$ cat config.mk
export PLATFORM = sky130hd
export DESIGN_NAME = id_ex_stage_flat
export DESIGN_NICKNAME = d
export VERILOG_FILES = /design/src/rtl/id_ex_stage_pkg.sv /design/src/rtl/id_ex_stage_if.sv /design/src/rtl/id_ex_stage_operand_bypass_mux.sv /design/src/rtl/id_ex_stage.sv /design/src/flat_wrapper.sv
export SDC_FILE = /design/constraint.sdc
export NUM_CORES = 1
export LEC_CHECK = 0
export BUFFER_PORTS_ARGS = -buffer_cell sky130_fd_sc_hd__buf_2
export CAP_MARGIN = 20
export CORE_ASPECT_RATIO = 2
export CORE_MARGIN = 10
export CORE_UTILIZATION = 40
export CTS_CLUSTER_DIAMETER = 100
export DETAILED_ROUTE_END_ITERATION = 7
export PLACE_DENSITY_LB_ADDON = 0.25
export SLEW_MARGIN = 30
export SYNTH_ARGS = -nofsm -noshare
export SYNTH_HDL_FRONTEND = slang
export SYNTH_SLANG_ARGS = --single-unit
$ cat constraint.sdc
create_clock -name clk -period 1.9 [get_ports clk]
set_clock_uncertainty 0.15 [all_clocks]
set_input_delay 0.285 -clock clk [delete_from_list [all_inputs] [get_ports clk]]
set_output_delay 0.285 -clock clk [all_outputs]
set_load 0.1 [all_outputs]
$ cat src/rtl/id_ex_stage_pkg.sv
// Shared widths, ALU opcodes and register-index constants for the ID/EX stage.
package id_ex_stage_pkg;

    localparam int XLEN     = 32;
    localparam int ALU_OP_W = 4;
    localparam int CNT_W    = 16;

    localparam logic [4:0] REG_ZERO = 5'd0;

    typedef enum logic [ALU_OP_W-1:0] {
        ALU_ADD  = 4'd0,
        ALU_SUB  = 4'd1,
        ALU_SLL  = 4'd2,
        ALU_SLT  = 4'd3,
        ALU_SLTU = 4'd4,
        ALU_XOR  = 4'd5,
        ALU_SRL  = 4'd6,
        ALU_SRA  = 4'd7,
        ALU_OR   = 4'd8,
        ALU_AND  = 4'd9,
        ALU_LUI  = 4'd10
    } alu_op_e;

endpackage

$ cat src/rtl/id_ex_stage_if.sv
// Bundle of ID-side inputs, bypass inputs and ID/EX outputs of the ID/EX stage.
interface id_ex_stage_if;
    import id_ex_stage_pkg::*;

    logic                id_valid_i;
    logic [XLEN-1:0]     id_pc_i;
    logic [4:0]          id_rs1_i;
    logic [4:0]          id_rs2_i;
    logic [4:0]          id_rd_i;
    logic [XLEN-1:0]     id_rs1_data_i;
    logic [XLEN-1:0]     id_rs2_data_i;
    logic [XLEN-1:0]     id_imm_i;
    logic [ALU_OP_W-1:0] id_alu_op_i;
    logic                id_use_imm_i;
    logic                id_write_reg_i;
    logic                id_mem_read_i;
    logic                id_mem_write_i;
    logic                flush_i;
    logic                fwd_ex_mem_rs1_i;
    logic                fwd_ex_mem_rs2_i;
    logic                fwd_mem_wb_rs1_i;
    logic                fwd_mem_wb_rs2_i;
    logic [XLEN-1:0]     EX_MEM_alu_result_i;
    logic [XLEN-1:0]     MEM_WB_wb_data_i;

    logic [4:0]          ID_EX_rs1_o;
    logic [4:0]          ID_EX_rs2_o;
    logic [4:0]          ID_EX_rd_o;
    logic [XLEN-1:0]     ID_EX_pc_o;
    logic [ALU_OP_W-1:0] ID_EX_alu_op_o;
    logic                ID_EX_write_reg_o;
    logic                ID_EX_mem_read_o;
    logic                ID_EX_mem_write_o;
    logic [XLEN-1:0]     ex_operand_a_o;
    logic [XLEN-1:0]     ex_operand_b_o;
    logic [XLEN-1:0]     ex_store_data_o;
    logic                stall_o;
    logic [CNT_W-1:0]    bubble_count_o;

    // Decode/forwarding side: drives the ID fields and bypass values.
    modport master (
        output id_valid_i, id_pc_i, id_rs1_i, id_rs2_i, id_rd_i,
               id_rs1_data_i, id_rs2_data_i, id_imm_i, id_alu_op_i,
               id_use_imm_i, id_write_reg_i, id_mem_read_i, id_mem_write_i,
               flush_i, fwd_ex_mem_rs1_i, fwd_ex_mem_rs2_i,
               fwd_mem_wb_rs1_i, fwd_mem_wb_rs2_i,
               EX_MEM_alu_result_i, MEM_WB_wb_data_i,
        input  ID_EX_rs1_o, ID_EX_rs2_o, ID_EX_rd_o, ID_EX_pc_o,
               ID_EX_alu_op_o, ID_EX_write_reg_o, ID_EX_mem_read_o,
               ID_EX_mem_write_o, ex_operand_a_o, ex_operand_b_o,
               ex_store_data_o, stall_o, bubble_count_o
    );

    // The ID/EX stage itself.
    modport slave (
        input  id_valid_i, id_pc_i, id_rs1_i, id_rs2_i, id_rd_i,
               id_rs1_data_i, id_rs2_data_i, id_imm_i, id_alu_op_i,
               id_use_imm_i, id_write_reg_i, id_mem_read_i, id_mem_write_i,
               flush_i, fwd_ex_mem_rs1_i, fwd_ex_mem_rs2_i,
               fwd_mem_wb_rs1_i, fwd_mem_wb_rs2_i,
               EX_MEM_alu_result_i, MEM_WB_wb_data_i,
        output ID_EX_rs1_o, ID_EX_rs2_o, ID_EX_rd_o, ID_EX_pc_o,
               ID_EX_alu_op_o, ID_EX_write_reg_o, ID_EX_mem_read_o,
               ID_EX_mem_write_o, ex_operand_a_o, ex_operand_b_o,
               ex_store_data_o, stall_o, bubble_count_o
    );

endinterface

$ cat src/rtl/id_ex_stage_operand_bypass_mux.sv
// Three-way priority bypass mux: EX/MEM beats MEM/WB beats the register-file value.
module operand_bypass_mux
    import id_ex_stage_pkg::*;
#(
    parameter int DATA_W = XLEN
) (
    input  logic              sel_ex_mem,
    input  logic              sel_mem_wb,
    input  logic [DATA_W-1:0] ex_mem_val,
    input  logic [DATA_W-1:0] mem_wb_val,
    input  logic [DATA_W-1:0] reg_val,
    output logic [DATA_W-1:0] operand
);

    // Newest producer wins when both forwards are requested.
    always_comb begin
        operand = reg_val;
        if (sel_ex_mem) begin
            operand = ex_mem_val;
        end else if (sel_mem_wb) begin
            operand = mem_wb_val;
        end
    end

endmodule

$ cat src/rtl/id_ex_stage.sv
// ID/EX pipeline register with load-use stall detection, bubble insertion,
// a saturating bubble counter and the EX operand bypass muxes.
module id_ex_stage
    import id_ex_stage_pkg::*;
(
    input  logic         clk,
    input  logic         reset,
    id_ex_stage_if.slave bus
);

    logic [4:0]          rs1_p1;
    logic [4:0]          rs2_p1;
    logic [4:0]          rd_p1;
    logic [XLEN-1:0]     pc_p1;
    logic [ALU_OP_W-1:0] alu_op_p1;
    logic                write_reg_p1;
    logic                mem_read_p1;
    logic                mem_write_p1;
    logic                use_imm_p1;
    logic [XLEN-1:0]     rs1_data_p1;
    logic [XLEN-1:0]     rs2_data_p1;
    logic [XLEN-1:0]     imm_p1;
    logic [CNT_W-1:0]    bubble_cnt_p1;
    logic                stall;
    logic [XLEN-1:0]     rs2_fwd;

    function automatic logic [CNT_W-1:0] sat_inc(input logic [CNT_W-1:0] v);
        return (v == {CNT_W{1'b1}}) ? v : v + 1'b1;
    endfunction

    // Load-use hazard: the load in EX cannot feed the instruction now in ID.
    // A flush discards the ID instruction, so no stall is needed then.
    always_comb begin
        stall = !reset && mem_read_p1 && (rd_p1 != REG_ZERO) && bus.id_valid_i
                && ((rd_p1 == bus.id_rs1_i) || (rd_p1 == bus.id_rs2_i))
                && !bus.flush_i;
    end

    // ---- ID -> EX register boundary ----
    // Capture the ID instruction, or insert a bubble on flush/stall/empty ID.
    always_ff @(posedge clk) begin
        if (reset) begin
            rs1_p1        <= REG_ZERO;
            rs2_p1        <= REG_ZERO;
            rd_p1         <= REG_ZERO;
            pc_p1         <= '0;
            alu_op_p1     <= '0;
            write_reg_p1  <= 1'b0;
            mem_read_p1   <= 1'b0;
            mem_write_p1  <= 1'b0;
            use_imm_p1    <= 1'b0;
            rs1_data_p1   <= '0;
            rs2_data_p1   <= '0;
            imm_p1        <= '0;
            bubble_cnt_p1 <= '0;
        end else if (bus.flush_i || stall) begin
            rs1_p1        <= REG_ZERO;
            rs2_p1        <= REG_ZERO;
            rd_p1         <= REG_ZERO;
            write_reg_p1  <= 1'b0;
            mem_read_p1   <= 1'b0;
            mem_write_p1  <= 1'b0;
            bubble_cnt_p1 <= sat_inc(bubble_cnt_p1);
        end else if (bus.id_valid_i) begin
            rs1_p1        <= bus.id_rs1_i;
            rs2_p1        <= bus.id_rs2_i;
            rd_p1         <= bus.id_rd_i;
            pc_p1         <= bus.id_pc_i;
            alu_op_p1     <= bus.id_alu_op_i;
            write_reg_p1  <= bus.id_write_reg_i;
            mem_read_p1   <= bus.id_mem_read_i;
            mem_write_p1  <= bus.id_mem_write_i;
            use_imm_p1    <= bus.id_use_imm_i;
            rs1_data_p1   <= bus.id_rs1_data_i;
            rs2_data_p1   <= bus.id_rs2_data_i;
            imm_p1        <= bus.id_imm_i;
        end else begin
            // Empty ID slot: uncounted bubble.
            rs1_p1        <= REG_ZERO;
            rs2_p1        <= REG_ZERO;
            rd_p1         <= REG_ZERO;
            write_reg_p1  <= 1'b0;
            mem_read_p1   <= 1'b0;
            mem_write_p1  <= 1'b0;
        end
    end

    // ---- EX operand selection (combinational on the registered data) ----
    operand_bypass_mux #(.DATA_W(XLEN)) u_mux_a (
        .sel_ex_mem (bus.fwd_ex_mem_rs1_i),
        .sel_mem_wb (bus.fwd_mem_wb_rs1_i),
        .ex_mem_val (bus.EX_MEM_alu_result_i),
        .mem_wb_val (bus.MEM_WB_wb_data_i),
        .reg_val    (rs1_data_p1),
        .operand    (bus.ex_operand_a_o)
    );

    operand_bypass_mux #(.DATA_W(XLEN)) u_mux_b (
        .sel_ex_mem (bus.fwd_ex_mem_rs2_i),
        .sel_mem_wb (bus.fwd_mem_wb_rs2_i),
        .ex_mem_val (bus.EX_MEM_alu_result_i),
        .mem_wb_val (bus.MEM_WB_wb_data_i),
        .reg_val    (rs2_data_p1),
        .operand    (rs2_fwd)
    );

    // Drive the registered fields and final operands onto the bus.
    always_comb begin
        bus.ID_EX_rs1_o       = rs1_p1;
        bus.ID_EX_rs2_o       = rs2_p1;
        bus.ID_EX_rd_o        = rd_p1;
        bus.ID_EX_pc_o        = pc_p1;
        bus.ID_EX_alu_op_o    = alu_op_p1;
        bus.ID_EX_write_reg_o = write_reg_p1;
        bus.ID_EX_mem_read_o  = mem_read_p1;
        bus.ID_EX_mem_write_o = mem_write_p1;
        bus.ex_store_data_o   = rs2_fwd;
        bus.ex_operand_b_o    = use_imm_p1 ? imm_p1 : rs2_fwd;
        bus.stall_o           = stall;
        bus.bubble_count_o    = bubble_cnt_p1;
    end

endmodule

$ cat src/flat_wrapper.sv
// flat-port wrapper written by rule: the top's interface ports become plain ports
module id_ex_stage_flat import id_ex_stage_pkg::*;
  (clk, reset, bus_id_valid_i, bus_id_pc_i, bus_id_rs1_i, bus_id_rs2_i, bus_id_rd_i, bus_id_rs1_data_i, bus_id_rs2_data_i, bus_id_imm_i, bus_id_alu_op_i, bus_id_use_imm_i, bus_id_write_reg_i, bus_id_mem_read_i, bus_id_mem_write_i, bus_flush_i, bus_fwd_ex_mem_rs1_i, bus_fwd_ex_mem_rs2_i, bus_fwd_mem_wb_rs1_i, bus_fwd_mem_wb_rs2_i, bus_EX_MEM_alu_result_i, bus_MEM_WB_wb_data_i, bus_ID_EX_rs1_o, bus_ID_EX_rs2_o, bus_ID_EX_rd_o, bus_ID_EX_pc_o, bus_ID_EX_alu_op_o, bus_ID_EX_write_reg_o, bus_ID_EX_mem_read_o, bus_ID_EX_mem_write_o, bus_ex_operand_a_o, bus_ex_operand_b_o, bus_ex_store_data_o, bus_stall_o, bus_bubble_count_o);
  id_ex_stage_if bus_i ();
  input  logic clk;
  input  logic reset;
  input wire logic [$bits(bus_i.id_valid_i)-1:0] bus_id_valid_i;
  input wire logic [$bits(bus_i.id_pc_i)-1:0] bus_id_pc_i;
  input wire logic [$bits(bus_i.id_rs1_i)-1:0] bus_id_rs1_i;
  input wire logic [$bits(bus_i.id_rs2_i)-1:0] bus_id_rs2_i;
  input wire logic [$bits(bus_i.id_rd_i)-1:0] bus_id_rd_i;
  input wire logic [$bits(bus_i.id_rs1_data_i)-1:0] bus_id_rs1_data_i;
  input wire logic [$bits(bus_i.id_rs2_data_i)-1:0] bus_id_rs2_data_i;
  input wire logic [$bits(bus_i.id_imm_i)-1:0] bus_id_imm_i;
  input wire logic [$bits(bus_i.id_alu_op_i)-1:0] bus_id_alu_op_i;
  input wire logic [$bits(bus_i.id_use_imm_i)-1:0] bus_id_use_imm_i;
  input wire logic [$bits(bus_i.id_write_reg_i)-1:0] bus_id_write_reg_i;
  input wire logic [$bits(bus_i.id_mem_read_i)-1:0] bus_id_mem_read_i;
  input wire logic [$bits(bus_i.id_mem_write_i)-1:0] bus_id_mem_write_i;
  input wire logic [$bits(bus_i.flush_i)-1:0] bus_flush_i;
  input wire logic [$bits(bus_i.fwd_ex_mem_rs1_i)-1:0] bus_fwd_ex_mem_rs1_i;
  input wire logic [$bits(bus_i.fwd_ex_mem_rs2_i)-1:0] bus_fwd_ex_mem_rs2_i;
  input wire logic [$bits(bus_i.fwd_mem_wb_rs1_i)-1:0] bus_fwd_mem_wb_rs1_i;
  input wire logic [$bits(bus_i.fwd_mem_wb_rs2_i)-1:0] bus_fwd_mem_wb_rs2_i;
  input wire logic [$bits(bus_i.EX_MEM_alu_result_i)-1:0] bus_EX_MEM_alu_result_i;
  input wire logic [$bits(bus_i.MEM_WB_wb_data_i)-1:0] bus_MEM_WB_wb_data_i;
  output wire logic [$bits(bus_i.ID_EX_rs1_o)-1:0] bus_ID_EX_rs1_o;
  output wire logic [$bits(bus_i.ID_EX_rs2_o)-1:0] bus_ID_EX_rs2_o;
  output wire logic [$bits(bus_i.ID_EX_rd_o)-1:0] bus_ID_EX_rd_o;
  output wire logic [$bits(bus_i.ID_EX_pc_o)-1:0] bus_ID_EX_pc_o;
  output wire logic [$bits(bus_i.ID_EX_alu_op_o)-1:0] bus_ID_EX_alu_op_o;
  output wire logic [$bits(bus_i.ID_EX_write_reg_o)-1:0] bus_ID_EX_write_reg_o;
  output wire logic [$bits(bus_i.ID_EX_mem_read_o)-1:0] bus_ID_EX_mem_read_o;
  output wire logic [$bits(bus_i.ID_EX_mem_write_o)-1:0] bus_ID_EX_mem_write_o;
  output wire logic [$bits(bus_i.ex_operand_a_o)-1:0] bus_ex_operand_a_o;
  output wire logic [$bits(bus_i.ex_operand_b_o)-1:0] bus_ex_operand_b_o;
  output wire logic [$bits(bus_i.ex_store_data_o)-1:0] bus_ex_store_data_o;
  output wire logic [$bits(bus_i.stall_o)-1:0] bus_stall_o;
  output wire logic [$bits(bus_i.bubble_count_o)-1:0] bus_bubble_count_o;
  assign bus_i.id_valid_i = bus_id_valid_i;
  assign bus_i.id_pc_i = bus_id_pc_i;
  assign bus_i.id_rs1_i = bus_id_rs1_i;
  assign bus_i.id_rs2_i = bus_id_rs2_i;
  assign bus_i.id_rd_i = bus_id_rd_i;
  assign bus_i.id_rs1_data_i = bus_id_rs1_data_i;
  assign bus_i.id_rs2_data_i = bus_id_rs2_data_i;
  assign bus_i.id_imm_i = bus_id_imm_i;
  assign bus_i.id_alu_op_i = bus_id_alu_op_i;
  assign bus_i.id_use_imm_i = bus_id_use_imm_i;
  assign bus_i.id_write_reg_i = bus_id_write_reg_i;
  assign bus_i.id_mem_read_i = bus_id_mem_read_i;
  assign bus_i.id_mem_write_i = bus_id_mem_write_i;
  assign bus_i.flush_i = bus_flush_i;
  assign bus_i.fwd_ex_mem_rs1_i = bus_fwd_ex_mem_rs1_i;
  assign bus_i.fwd_ex_mem_rs2_i = bus_fwd_ex_mem_rs2_i;
  assign bus_i.fwd_mem_wb_rs1_i = bus_fwd_mem_wb_rs1_i;
  assign bus_i.fwd_mem_wb_rs2_i = bus_fwd_mem_wb_rs2_i;
  assign bus_i.EX_MEM_alu_result_i = bus_EX_MEM_alu_result_i;
  assign bus_i.MEM_WB_wb_data_i = bus_MEM_WB_wb_data_i;
  assign bus_ID_EX_rs1_o = bus_i.ID_EX_rs1_o;
  assign bus_ID_EX_rs2_o = bus_i.ID_EX_rs2_o;
  assign bus_ID_EX_rd_o = bus_i.ID_EX_rd_o;
  assign bus_ID_EX_pc_o = bus_i.ID_EX_pc_o;
  assign bus_ID_EX_alu_op_o = bus_i.ID_EX_alu_op_o;
  assign bus_ID_EX_write_reg_o = bus_i.ID_EX_write_reg_o;
  assign bus_ID_EX_mem_read_o = bus_i.ID_EX_mem_read_o;
  assign bus_ID_EX_mem_write_o = bus_i.ID_EX_mem_write_o;
  assign bus_ex_operand_a_o = bus_i.ex_operand_a_o;
  assign bus_ex_operand_b_o = bus_i.ex_operand_b_o;
  assign bus_ex_store_data_o = bus_i.ex_store_data_o;
  assign bus_stall_o = bus_i.stall_o;
  assign bus_bubble_count_o = bus_i.bubble_count_o;
  id_ex_stage u_core (.clk(clk), .reset(reset), .bus(bus_i));
endmodule
# Yosys cells after proc, flatten, opt, wreduce, memory -nomap -nowiden
# Index checks and enable logic that the tools add are counted.
# word_totals
reg_bits	167
out_inout_bits	167
wordCells	38
# op_classes
add_sub_neg	1
eq_ne	3
mux	5
bitwise	3
reduce_logical	13
# ops
operator	n
$mux W32	5
$add A16 B1 Y16 const B	1
$eq A16 B16 Y1 const B	1
$eq A5 B5 Y1	2
$logic_and A1 B1 Y1	5
$reduce_bool A5 Y1	1
$reduce_and A2 Y1	2
$not A1 Y1	3
$reduce_or A3 Y1	1
$logic_not A1 Y1	2
$logic_or A1 B1 Y1	2

# Logic depth before layout (Yosys ltp)
# logic_depth
word_depth	9
ltp_mapped	9
ltp_nobuf	6

# Hierarchy
# Synthesis repeated with hierarchy kept, for this count alone.
# unflattened
cells_unflattened	982
area_unflattened_um2	7841.3
# modules_own_cells
mod	instances	cells_each	area_per_inst_um2	seq_area_each_um2
id_ex_stage	1	768	6412.4	3343.2
operand_bypass_mux	2	107	714.4	0.0

# Worst setup path before layout
# Ideal clock, no wire load.
# synth_timing
path_kind	input -> output
start	input bus_fwd_mem_wb_rs2_i
end	output bus_ex_operand_b_o[11]
t_arrival_ps	4087
required_time_ps	1465
path_slack_ps	-2622
path_stages	5
path_buffers	2
path_cell_list	clkbuf_1 -> clkbuf_1 -> mux2i_1 -> o21ai_0 -> mux2_2
# synth_between
elab_chain_cells	3
# synth_lines
item	line	rtl
start: declaration	flat_wrapper.sv:24	input wire logic [$bits(bus_i.fwd_mem_wb_rs2_i)-1:0] bus_fwd_mem_wb_rs2_i;
$mux W32	id_ex_stage_operand_bypass_mux.sv:20	end else if (sel_mem_wb) begin
$mux W32	id_ex_stage_operand_bypass_mux.sv:18	if (sel_ex_mem) begin
named net bus_ex_store_data_o[11]	flat_wrapper.sv:37	output wire logic [$bits(bus_i.ex_store_data_o)-1:0] bus_ex_store_data_o;
$mux W32	id_ex_stage.sv:118	bus.ex_operand_b_o = use_imm_p1 ? imm_p1 : rs2_fwd;
end: declaration	flat_wrapper.sv:36	output wire logic [$bits(bus_i.ex_operand_b_o)-1:0] bus_ex_operand_b_o;
# The timed path passes the listed nets, and every way through them passes these cells.

# Worst setup path after layout
# layout_timing
start	register u_core.rd_p1[4], in the netlist u_core.bus.ID_EX_rd_o[4]
end	register u_core.pc_p1[10], in the netlist u_core.bus.ID_EX_pc_o[10]
# layout_between
elab_chain_cells	8
word_cells_on_any_way	11
classes_between	eq/ne (2); bitwise (1); reduce/logical (8)
# layout_lines
item	line	rtl
start: declaration	id_ex_stage.sv:13	logic [4:0] rd_p1;
start signal: assignment	id_ex_stage.sv:67	rd_p1 <= bus.id_rd_i;
$reduce_bool A5 Y1	id_ex_stage.sv:34	stall = !reset && mem_read_p1 && (rd_p1 != REG_ZERO) && bus.id_valid_i
$logic_and A1 B1 Y1 (2 in series)	id_ex_stage.sv:34	
$logic_and A1 B1 Y1 *	id_ex_stage.sv:35	&& ((rd_p1 == bus.id_rs1_i) || (rd_p1 == bus.id_rs2_i))
$logic_and A1 B1 Y1 *	id_ex_stage.sv:36	&& !bus.flush_i;
$logic_or A1 B1 Y1 *	id_ex_stage.sv:56	end else if (bus.flush_i || stall) begin
$not A1 Y1 (no line) *	-	
$reduce_and A2 Y1 (no line) *	-	
end signal: assignment	id_ex_stage.sv:68	pc_p1 <= bus.id_pc_i;
end: declaration	id_ex_stage.sv:14	logic [XLEN-1:0] pc_p1;
# Every way passes the cells marked *; elsewhere a longest branch is shown, timed or not.
# A chain may end at the register's enable or synchronous reset.

==> results <==
- The portion of synthesized area spent on multiplexers is 0.3004.
- In the final routed layout, each cell accounts on average for 24.76 um.
- After legalization and detailed placement, the total HPWL measured 25370 um.
- For this run, the slowest stage of the critical path takes 0.43 ns.
- The slack of the critical path is -0.5602 ns.
- The synthesized design contains 0 enable-type register cells.
- The post-synthesis compound-gate area fraction is 0.06446.
- Of the total synthesized cell area, the portion taken by XOR and XNOR cells is 0.01579.
- Synthesis produced a netlist with a net count of approximately 1100.
- The library cell used as clock root buffer is clkbuf_16.
- The number of standard-cell rows in the floorplan is 72.
- The via count of the first global-routing pass was 10240.
- The max-slew violation count is 0.
- The detail route stage leaves a number of antenna-violating nets equal to 0.
- The overall die area is between 20000 and 30000 um2.
- The number of nets in the layout is about 1700.
- The endpoint required time on the critical path is between 2 and 2.5 ns.
- For met1 alone, demand over resource in global routing was 0.2648.
- The number of cells on the worst reg-to-reg path is 10.
- The number of clock sinks seen by CTS is 167.
- The power consumption is approximately 12 mW.
- The predominant post-synthesis flop cell is dfxtp_1.
- Entering global routing, the biggest net connects 66 pins.
- The worst path in the final design needs a cycle of 2.460 ns, including I/O delays and setup.
- The number of antenna violations at the first check in global routing is 9.
- The layer flagged by global routing as most heavily used is met2.
- The largest fanout of any net on the critical path is 7.
- After detailed routing, the number of remaining DRC violations is 0.
- The timing-limited maximum frequency is 406.5 MHz.
- The share of the clock period used by the worst path is 1.295.
- The final reports fail on negative setup slack.
- For the pin with the worst max-slew slack, the measured transition is 0.7476 ns.
- Detailed routing inserted a total of 9580 vias.
- For this design the top-level I/O count stands at 390.
- The number of buffers between clock root and the deepest sink is 2.
- Power spread over the standard cell area amounts to 733.4 nW/um2.
- The synthesized flop and latch total is 167.
- The worst setup path is captured at a flop.
- By area, the combinational part of the netlist is dominated by multiplexers.
- The sequential area share after synthesis is 0.4306.
- Setup violations remaining at the end of the flow were counted as 201.
- Of the total synthesized cell area, the portion taken by full adders, half adders and majority gates is 0.001612.
- The final-layout fill cell count is between 800 and 900.
- The routed design has 43280 um of wire.
- Counting stages on the worst path, the most repeated cell is clkbuf_16.
- For this configuration, the core starts out at a cell density of 0.4046.
- The area growth from synthesis to layout is 109.2%.
- At the later pin of the worst-skew pair, clock insertion delay measures 0.45 ns.
- The mapped netlist covers 7764 um2.
- The flow ran to the end, but the final reports show violations.
- In the global route stage, met3 resource usage came out at 0.09230.
- Measured along the x axis, the die boundary spans 118.5 um.
- The synthesized-area fraction occupied by and/or/nand/nor cells is 0.1508.
- The kind of critical path is flop to flop.
- The number of levels the H-tree was split into is 4.
- The number of buffers created by CTS is 17.
- The post-synthesis cell type count is 37.
- For this run, the total global-route usage over all layers was measured as 0.2884.
- The floorplan step defined a core boundary enclosing 19190 um2.
- The congestion estimate from routability-driven global placement came to 0.8936.
- The number of instances in the synthesized netlist is 837.
- The worst hold path was traced through 3 stages.
- The TritonCTS clock tree is done.
- At the worst endpoint, the arrival time is around 2.6 ns.
- Using the TritonRoute via totals, the vias-per-cell ratio works out to between 5 and 6.
- Setup repair after global routing could not meet its margin everywhere.
- For this run the aggregate overflow at the end of global routing stands at 0.
- The overall die height is ~220 um.
- The maximum vdd ir drop is 685.6 uV.
- The wire length of the first global-routing pass is slightly below 60000 um.
- The highest-delay cell along the critical path is dfxtp_4.
- The worst min-delay path class is primary input to flop.
- On the final layout, the worst hold slack is 0.03434 ns.
- The synthesized area divided by synthesized cell count is ~9 um2.
- STA classifies the critical path startpoint as a flop.
- Headroom to the max-slew limit came out at 0.5016.
- The layout cell share with drive strength beyond 1 is 0.5172.
- Input and output buffers added on the ports amount to 389.
- After clock tree synthesis, the clock-pin slew on the worst setup and hold paths is 0.07 ns.
- The number of iterations in the first detailed-routing pass is 6.
- For this run, global-route usage on met2 was measured as 0.5264.
- The async set-reset flop share out of synthesis is 0.
- The signal on the critical path passes through xor2_4 -> nor3_2 -> a22o_1 -> buf_4 -> a21oi_4 -> buf_12 -> clkbuf_16 -> clkbuf_16 -> mux2i_1 -> nor2_1.
- The warning count from the yosys run is 0.
- The leakage power summed over all cells is slightly above 7 nW.
- The tool flagged a number of max-cap violations equal to 0.
- The first routing iteration left 631 violations.
- The hold violation count in the final report was 0.
[sequential cells by signal, summed over array words and instances (netlist names)]
register / count
u_core.bus.ID_EX_pc_o: 32
u_core.imm_p1: 32
u_core.rs1_data_p1: 32
u_core.rs2_data_p1: 32
u_core.bus.bubble_count_o: 16
u_core.bus.ID_EX_rd_o: 5
u_core.bus.ID_EX_rs1_o: 5
u_core.bus.ID_EX_rs2_o: 5
u_core.bus.ID_EX_alu_op_o: 4
u_core.bus.ID_EX_mem_read_o: 1
u_core.bus.ID_EX_mem_write_o: 1
u_core.bus.ID_EX_write_reg_o: 1
u_core.use_imm_p1: 1
[Yosys cell counts (3+ instances only)]
cell	count	area [um2]
and4_1	3	26.28
nand2b_1	3	18.77
or4_1	3	22.52
xor2_1	10	87.58
o21ai_0	70	350.3
nand4_1	3	18.77
mux2i_1	197	1972
and2_1	18	112.6
nand3_1	6	30.03
xnor2_1	4	35.03
nand2_1	75	281.5
buf_2	9	45.04
a21oi_1	12	60.06
nor3_1	4	20.02
or3_1	5	31.28
mux2_2	32	360.4
clkbuf_1	40	150.1
buf_1	4	15.01
dfxtp_1	167	3343
buf_4	8	60.06
nor2_1	144	540.5
[logic make-up (layout without fill, tap and decap cells)]
family / after synthesis / in the layout
simple gates: 273 / 276
mux: 229 / 229
flops: 167 / 167
compound gates: 91 / 91
buf+inv: 62 / 701
xor+xnor: 14 / 14
fa+ha+maj: 1 / 1
other cells: 0 / 10
[through the flow]
step | utilization | worst slack (ns) | area, um2 | cells | setup TNS [ns]
global placement | 0.6832 | -0.2164 | 13110 | 1516 | -27.58
detailed placement | 0.6832 | -0.2837 | 13110 | 1516 | -35.47
CTS | 0.8052 | -0.3697 | 15450 | 1711 | -50.02
floorplan | - | -0.3488 | 9011 | 837 | -43.76
global route | 0.8462 | -0.5854 | 16240 | 1746 | -79.07
finish | 0.8465 | -0.5602 | 16240 | 1748 | -71.48
[cells in the final DEF (no fill, tap or decap), drive strengths merged, types with 5 or more instances in the layout]
cell / count
buf: 515
mux2i: 197
dfxtp: 167
dlygate4sd3: 148
nor2: 144
nand2: 75
o21ai: 70
mux2: 32
clkbuf: 26
and2: 18
a21oi: 12
diode: 10
xor2: 10
nand3: 6
clkinv: 6
nor3: 6
or3: 5
[final timing paths]
check	endpoint	slack [ns]	from
max	u_core.bus.ID_EX_pc_o[10]$_SDFFE_PP0P_	-0.56	u_core.bus.ID_EX_rd_o[4]$_SDFF_PP0_
min	u_core.bus.ID_EX_rs2_o[3]$_SDFF_PP0_	0.03	bus_id_rs2_i[3]
max reg2reg	u_core.bus.ID_EX_pc_o[10]$_SDFFE_PP0P_	-0.56	u_core.bus.ID_EX_rd_o[4]$_SDFF_PP0_
min reg2reg	u_core.bus.bubble_count_o[15]$_SDFFE_PP0P_	0.33	u_core.bus.bubble_count_o[15]$_SDFFE_PP0P_
[metal layers]
| metal | share of wire | wire length [um] | up-vias |
|---|---|---|---|
| met5 | 0.00030 | 13 | - |
| met4 | 0.076 | 3283 | 2 |
| met3 | 0.080 | 3477 | 213 |
| met2 | 0.52 | 22590 | 641 |
| met1 | 0.32 | 13910 | 4569 |
| li1 | - | - | 4155 |
[power by group]
part / leakage [nW] / switching (mW) / internal, mW
Clock: 0.262 / 1.57 / 1.73
Sequential: 1.39 / 0.114 / 3.63
Combinational: 5.56 / 2.96 / 1.91
Total: 7.21 / 4.65 / 7.26
[worst max-delay path, delay by kind of cell (launching register included)]
| family | cells | cell delay, ns |
|---|---|---|
| multiplexers | 1 | 0.28 |
| AO/OA/AOI/OAI | 2 | 0.46 |
| AND/OR/NAND/NOR | 2 | 0.15 |
| XOR/XNOR | 1 | 0.21 |
| buffers and inverters | 4 | 0.61 |
| flip-flops | 1 | 0.43 |
[area by class of cell]
cell class                 instances  area, um2  share of cell area
timing repair buffer             669       6400              0.3940
antenna                           10      25.02            0.001541
multi-input combinational        611       5512              0.3393
clock inverter                    12      95.09            0.005854
sequential                       167       3441              0.2118
clock buffer                      20      446.7             0.02750
tap                              259      324.1             0.01995
[timing repair]
item	4_1_cts	5_1_grt
setup endpoints to repair	188	213
gates resized for setup	41	100
setup buffers	12	21
hold buffers	148	0
hold endpoints to repair	148	0
pin swaps	15	7
cloned	3	11
No activity file was read; power rests on OpenSTA's default activity.
